--- config.mk ---
export PLATFORM = sky130hd
export DESIGN_NAME = cc_dir_ctrl
export DESIGN_NICKNAME = d
export VERILOG_FILES = /design/src/rtl/cc_dir_ctrl.sv
export SDC_FILE = /design/constraint.sdc
export NUM_CORES = 1
export LEC_CHECK = 0
export CAP_MARGIN = 20
export CORE_AREA = 2 2 229 231
export DETAILED_ROUTE_END_ITERATION = 6
export DIE_AREA = 0 0 231 233
export MAX_ROUTING_LAYER = met4
export PLACE_DENSITY_LB_ADDON = 0.3
export SETUP_SLACK_MARGIN = 0.05
export SLEW_MARGIN = 10
export SYNTH_ARGS = -nofsm -noshare
export SYNTH_HDL_FRONTEND = slang
export SYNTH_SLANG_ARGS = --single-unit
--- constraint.sdc ---
create_clock -name clock -period 1.77 [get_ports clock]
set_input_delay 0.2655 -clock clock [delete_from_list [all_inputs] [get_ports clock]]
set_output_delay 0.2655 -clock clock [all_outputs]
set_load 0.05 [all_outputs]
--- src/rtl/cc_dir_ctrl.sv ---
// Sequencing front-end for the 1024x136 coherence-directory SRAM: clears the directory by sweep,
// then issues masked writes and reads one per cycle and returns read data through a 2-entry buffer.
module cc_dir_ctrl #(
  parameter int ENTRIES    = 1024,
  parameter int ADDR_W     = 10,
  parameter int DATA_W     = 136,
  parameter int MASK_W     = 8,
  parameter int RESP_DEPTH = 2
) (
  input  logic              clock,
  input  logic              reset_n,
  input  logic              req_valid,
  output logic              req_ready,
  input  logic              req_write,
  input  logic [ADDR_W-1:0] req_addr,
  input  logic [DATA_W-1:0] req_wdata,
  input  logic [MASK_W-1:0] req_wmask,
  output logic              resp_valid,
  input  logic              resp_ready,
  output logic [DATA_W-1:0] resp_rdata,
  input  logic              clear_req,
  output logic              init_busy,
  output logic [ADDR_W-1:0] RW0_addr,
  output logic              RW0_en,
  output logic              RW0_wmode,
  output logic [DATA_W-1:0] RW0_wdata,
  output logic [MASK_W-1:0] RW0_wmask,
  input  logic [DATA_W-1:0] RW0_rdata
);
  typedef enum logic [1:0] {INIT, RUN, DRAIN} state_t;

  localparam logic [ADDR_W-1:0] LAST  = ADDR_W'(ENTRIES - 1);
  localparam logic [1:0]        DEPTH = 2'(RESP_DEPTH);

  state_t            state, next_state;
  logic [ADDR_W-1:0] sweep_cnt;
  logic              rd_inflight;
  logic [1:0]        buf_cnt;
  logic [DATA_W-1:0] head_q, tail_q;
  logic [1:0]        occ;
  logic              rd_issue, wr_issue, pop;

  // Occupancy counts the inflight read so a granted read always has a buffer slot.
  assign occ      = buf_cnt + {1'b0, rd_inflight};
  assign rd_issue = (state == RUN) && req_valid && !req_write && (occ < DEPTH);
  assign wr_issue = (state == RUN) && req_valid && req_write;

  // The landing read is presented straight from the SRAM when the buffer is empty.
  assign resp_valid = (buf_cnt != 2'd0) || rd_inflight;
  assign resp_rdata = (buf_cnt == 2'd0 && rd_inflight) ? RW0_rdata : head_q;
  assign pop        = resp_valid && resp_ready;
  assign init_busy  = (state == INIT);

  always_ff @(posedge clock or negedge reset_n) begin
    if (!reset_n) state <= INIT;
    else          state <= next_state;
  end

  always_comb begin
    next_state = state;
    case (state)
      INIT:    if (sweep_cnt == LAST) next_state = RUN;
      RUN:     if (clear_req) next_state = DRAIN;
      // Nothing issues here, so the only outstanding read lands at this edge.
      DRAIN:   next_state = INIT;
      default: next_state = INIT;
    endcase
  end

  always_comb begin
    req_ready = 1'b0;
    RW0_en    = 1'b0;
    RW0_wmode = 1'b0;
    RW0_addr  = '0;
    RW0_wdata = '0;
    RW0_wmask = '0;
    case (state)
      INIT: if (reset_n) begin
        RW0_en    = 1'b1;
        RW0_wmode = 1'b1;
        RW0_addr  = sweep_cnt;
        RW0_wmask = '1;
      end
      RUN: begin
        req_ready = req_write || (occ < DEPTH);
        if (rd_issue || wr_issue) begin
          RW0_en   = 1'b1;
          RW0_addr = req_addr;
        end
        if (wr_issue) begin
          RW0_wmode = 1'b1;
          RW0_wdata = req_wdata;
          RW0_wmask = req_wmask;
        end
      end
      default: ;
    endcase
  end

  always_ff @(posedge clock or negedge reset_n) begin
    if (!reset_n) begin
      sweep_cnt   <= '0;
      rd_inflight <= 1'b0;
      buf_cnt     <= 2'd0;
      head_q      <= '0;
      tail_q      <= '0;
    end else begin
      if (state == INIT) sweep_cnt <= sweep_cnt + 1'b1;
      rd_inflight <= rd_issue;
      case (buf_cnt)
        2'd0: if (rd_inflight && !pop) begin
          head_q  <= RW0_rdata;
          buf_cnt <= 2'd1;
        end
        2'd1: begin
          if (rd_inflight && pop) head_q <= RW0_rdata;
          else if (rd_inflight) begin
            tail_q  <= RW0_rdata;
            buf_cnt <= 2'd2;
          end else if (pop) buf_cnt <= 2'd0;
        end
        default: if (pop) begin
          head_q <= tail_q;
          if (rd_inflight) tail_q <= RW0_rdata;
          else             buf_cnt <= 2'd1;
        end
      endcase
    end
  end

  always_ff @(posedge clock) begin
    if (reset_n) assert (!(rd_inflight && !pop && buf_cnt == 2'd2));
  end

endmodule

==> impl_results.md <==
* Outcome: finished, violations left
* Failing checks: setup timing
* Register bit total from synthesis at 287
* Yosys warning count at 0
* Synth top area share at 46.2%
* Max Root-Sink Buffers at 3
* Power Dens Cells at 747 mW/mm2
* Max IR drop VDD at 0.698 mV
* Worst setup EP type: output pin
* GR Util met1 at 34.9%
* Crit path launch type: flop
* FF-to-FF End: tail_q[69]
* Post-synthesis sequential area ratio at 46.2%
* DRT Pass-1 Iters at 4
* Reg2Reg Setup Slack at -0.34 ns
* Pwr Total at 21.2 mW
* Hold Path Depth at 3
* FF-to-FF path depth at 7
* PortBufs at 590
* Largest net degree at the start of global routing at 82
* Worst slew pin tran at 0.651 ns
* Period Utilization, post-route at 144%
* Final worst slack at -0.771 ns
* Routed Antenna Nets at 0
* Reg clk slew, reported paths at 0.06 ns
* Simple-gate share of the synthesized area at 10.2%
* Arrival time worst endpoint at 2.28 ns
* Slew HR at 56.6%
* Global-route met3 utilization at 7.76%
* Initial cell density of the core at 30.4%
* Synth Area in XOR/XNOR at 0.507%
* Synth area leader: dfrtp_1
* Die X at 231 um
* Max Slew Vio Count at 0
* Fraction of synthesized area in multiplexers at 29.5%
* Share of cells above drive strength 1 at 49.2%
* Root Driver: clkbuf_16
* GRT overflow at 0
* Number of synthesized flops with an enable pin at 0
* TritonCTS Buffers at 31
* GRT Max-Usage Layer: met1
* Syn_area_per_cell at 11.9 um2
* Global-route wire length before repair at 93900 um
* Skew final at 0.0157 ns
* Core Region at 0.0511 mm2
* DR WL/cell at 25.5 um
* Crit path kind: flop to output pin
* Dpl ws at -0.314 ns
* CP required at 1.50 ns
* Post-Synth Adder-Cell Area at 0.0805%
* R2r startpoint: buf_cnt[1]
* Clk Latency, worst-skew pair at 0.57 ns
* Final core utilization at 55.6%
* Worst min path class: input port to flop
* Final HPWL DP at 47400 um
* Post-synth ARST share at 100%
* Dpl cells at 2541
* Most frequent cells in the layout: 293 x clkdlybuf4s50_1, 286 x dfrtp_1, 215 x buf_12, 170 x mux2_4, 139 x nor2_1
* Hold path endpoint: state[1]
* Max Cap Viol at 0
* Final min period at 2.54 ns
* Fin. Hold Viols at 0
* Net count, final at 2247
* Met2 Usage GRT at 33.0%
* Fin cells at 2669
* Die Y at 233 um
* Leak at 12.6 nW
* Placed cell area at 0.0251 mm2
* CTS tree: built
* Cells after synthesis at 1308
* Synth area leaders: dfrtp_1 46%, mux2_2 17%, mux2i_1 8.8%, and3_1 5.5%, a22oi_1 4.6%
* Final instance area at 0.0284 mm2
* Largest family of logic cells by synthesized area: multiplexers
* H-tree levels at 1
* Overall routing resource usage at 24.1%
* Compound-cell area share of the yosys netlist at 9.32%
* Synthesis-to-layout area growth at 82.9%
* Setup Viol. Count Final at 567
* Net count after synthesis at 1605
* Cell Rows at 83
* Via count at 13600
* Routability cong. at 0.866
* WHS at 0.270 ns
* Hold path start: clear_req
* Initial antenna violation count at 15
* Via density at 5.08
* Total wire length at 68100 um
* 1st-iter DRT viols at 990
* Most common cell after layout, fill and taps aside: clkdlybuf4s50_1
* Die ar. at 0.0538 mm2
* Synthesized area at 0.0155 mm2
* Main synth FF type: dfrtp_1
* Vias in the first global route at 13800
* Clock sink total at 287
* I/O pin total at 591
* Fmax at 394 MHz
* Number of remaining DRC errors at 0
* Count of cell types in the netlist at 42
* Final TNS setup at -245.49 ns
* RSZ-0062 raised after global routing: true
* Max Fanout on Critical Path at 6
[synth_stat cells (3+ instances only)]
library cell and count:
mux2i_1 136, a32o_1 10, mux2_4 40, a21o_1 9, xnor2_1 6, nor2_1 140
nand3_1 3, a22oi_2 40, a22oi_1 96, nand2_1 5, buf_6 11, nand4_1 3
dfrtp_1 287, clkbuf_1 63, and3_1 137, xor2_1 3, mux2_2 233, buf_4 6
and2_1 3, buf_2 49
[routing by layer]
metal	vias up	wire, um
met5	-	0
met2	522	29400
met3	60	5990
met4	0	888
met1	6905	31800
li1	6079	-
[where the power goes]
part / switching, mW / internal [mW] / total [mW] / leakage, nW
combinational: 3.88 / 3.33 / 7.20 / 8.37
clock: 2.68 / 3.64 / 6.32 / 0.487
sequential: 0.469 / 7.25 / 7.72 / 3.75
total: 7.03 / 14.2 / 21.2 / 12.6
[final cells by class]
type	count	area [um2]
Clock inverter	10	81.3
Tap cell	680	851
Inverter	2	7.51
Antenna cell	17	42.5
Multi-Input combinational cell	890	9010
Clock buffer	45	898
Sequential cell	287	7190
Fill cell	4125	22700
Timing Repair Buffer	738	10400
[cells by family (layout without fill, tap and decap cells)]
logic type,after synthesis,after routing
xor+xnor,9,9
compound gates,164,164
other cells,0,17
buf+inv,131,795
mux,409,409
flops,287,287
simple gates,307,307
fa+ha+maj,1,1
[how the worst max path moves through the flow]
stage | from | end | slack [ns] | cells after the start
5_1_grt | buf_cnt[1] | RW0_addr[2] | -0.87 | 7
4_1_cts | buf_cnt[1] | resp_rdata[119] | -0.87 | 7
6_report | buf_cnt[1] | resp_rdata[118] | -0.77 | 6
2_1_floorplan | state[1] | RW0_wdata[106] | -0.01 | 5
3_5_place_dp | resp_ready | tail_q[13] | -0.31 | 7
3_3_place_gp | resp_ready | tail_q[18] | -0.30 | 7
[state kept, by name, summed over array words and instances (netlist names)]
name and cells:
sweep_cnt 10, state 2, head_q 136, rd_inflight 1, tail_q 136, buf_cnt 2
[worst max-delay path, cell delays in order (launching register included)]
cell       delay (ns)
dfrtp_4          0.48
nor3b_4          0.20
buf_4            0.19
clkbuf_16        0.18
buf_8            0.14
mux2_4           0.33
buf_6            0.16
[repair_timing]
action	CTS	global route
setup endpoints to repair	567	568
setup buffers	21	9
hold buffers	2	0
hold endpoints to repair	42	0
gates resized for setup	225	125
cloned	20	17
pin swaps	38	54
No activity file was read; power rests on OpenSTA's default activity.
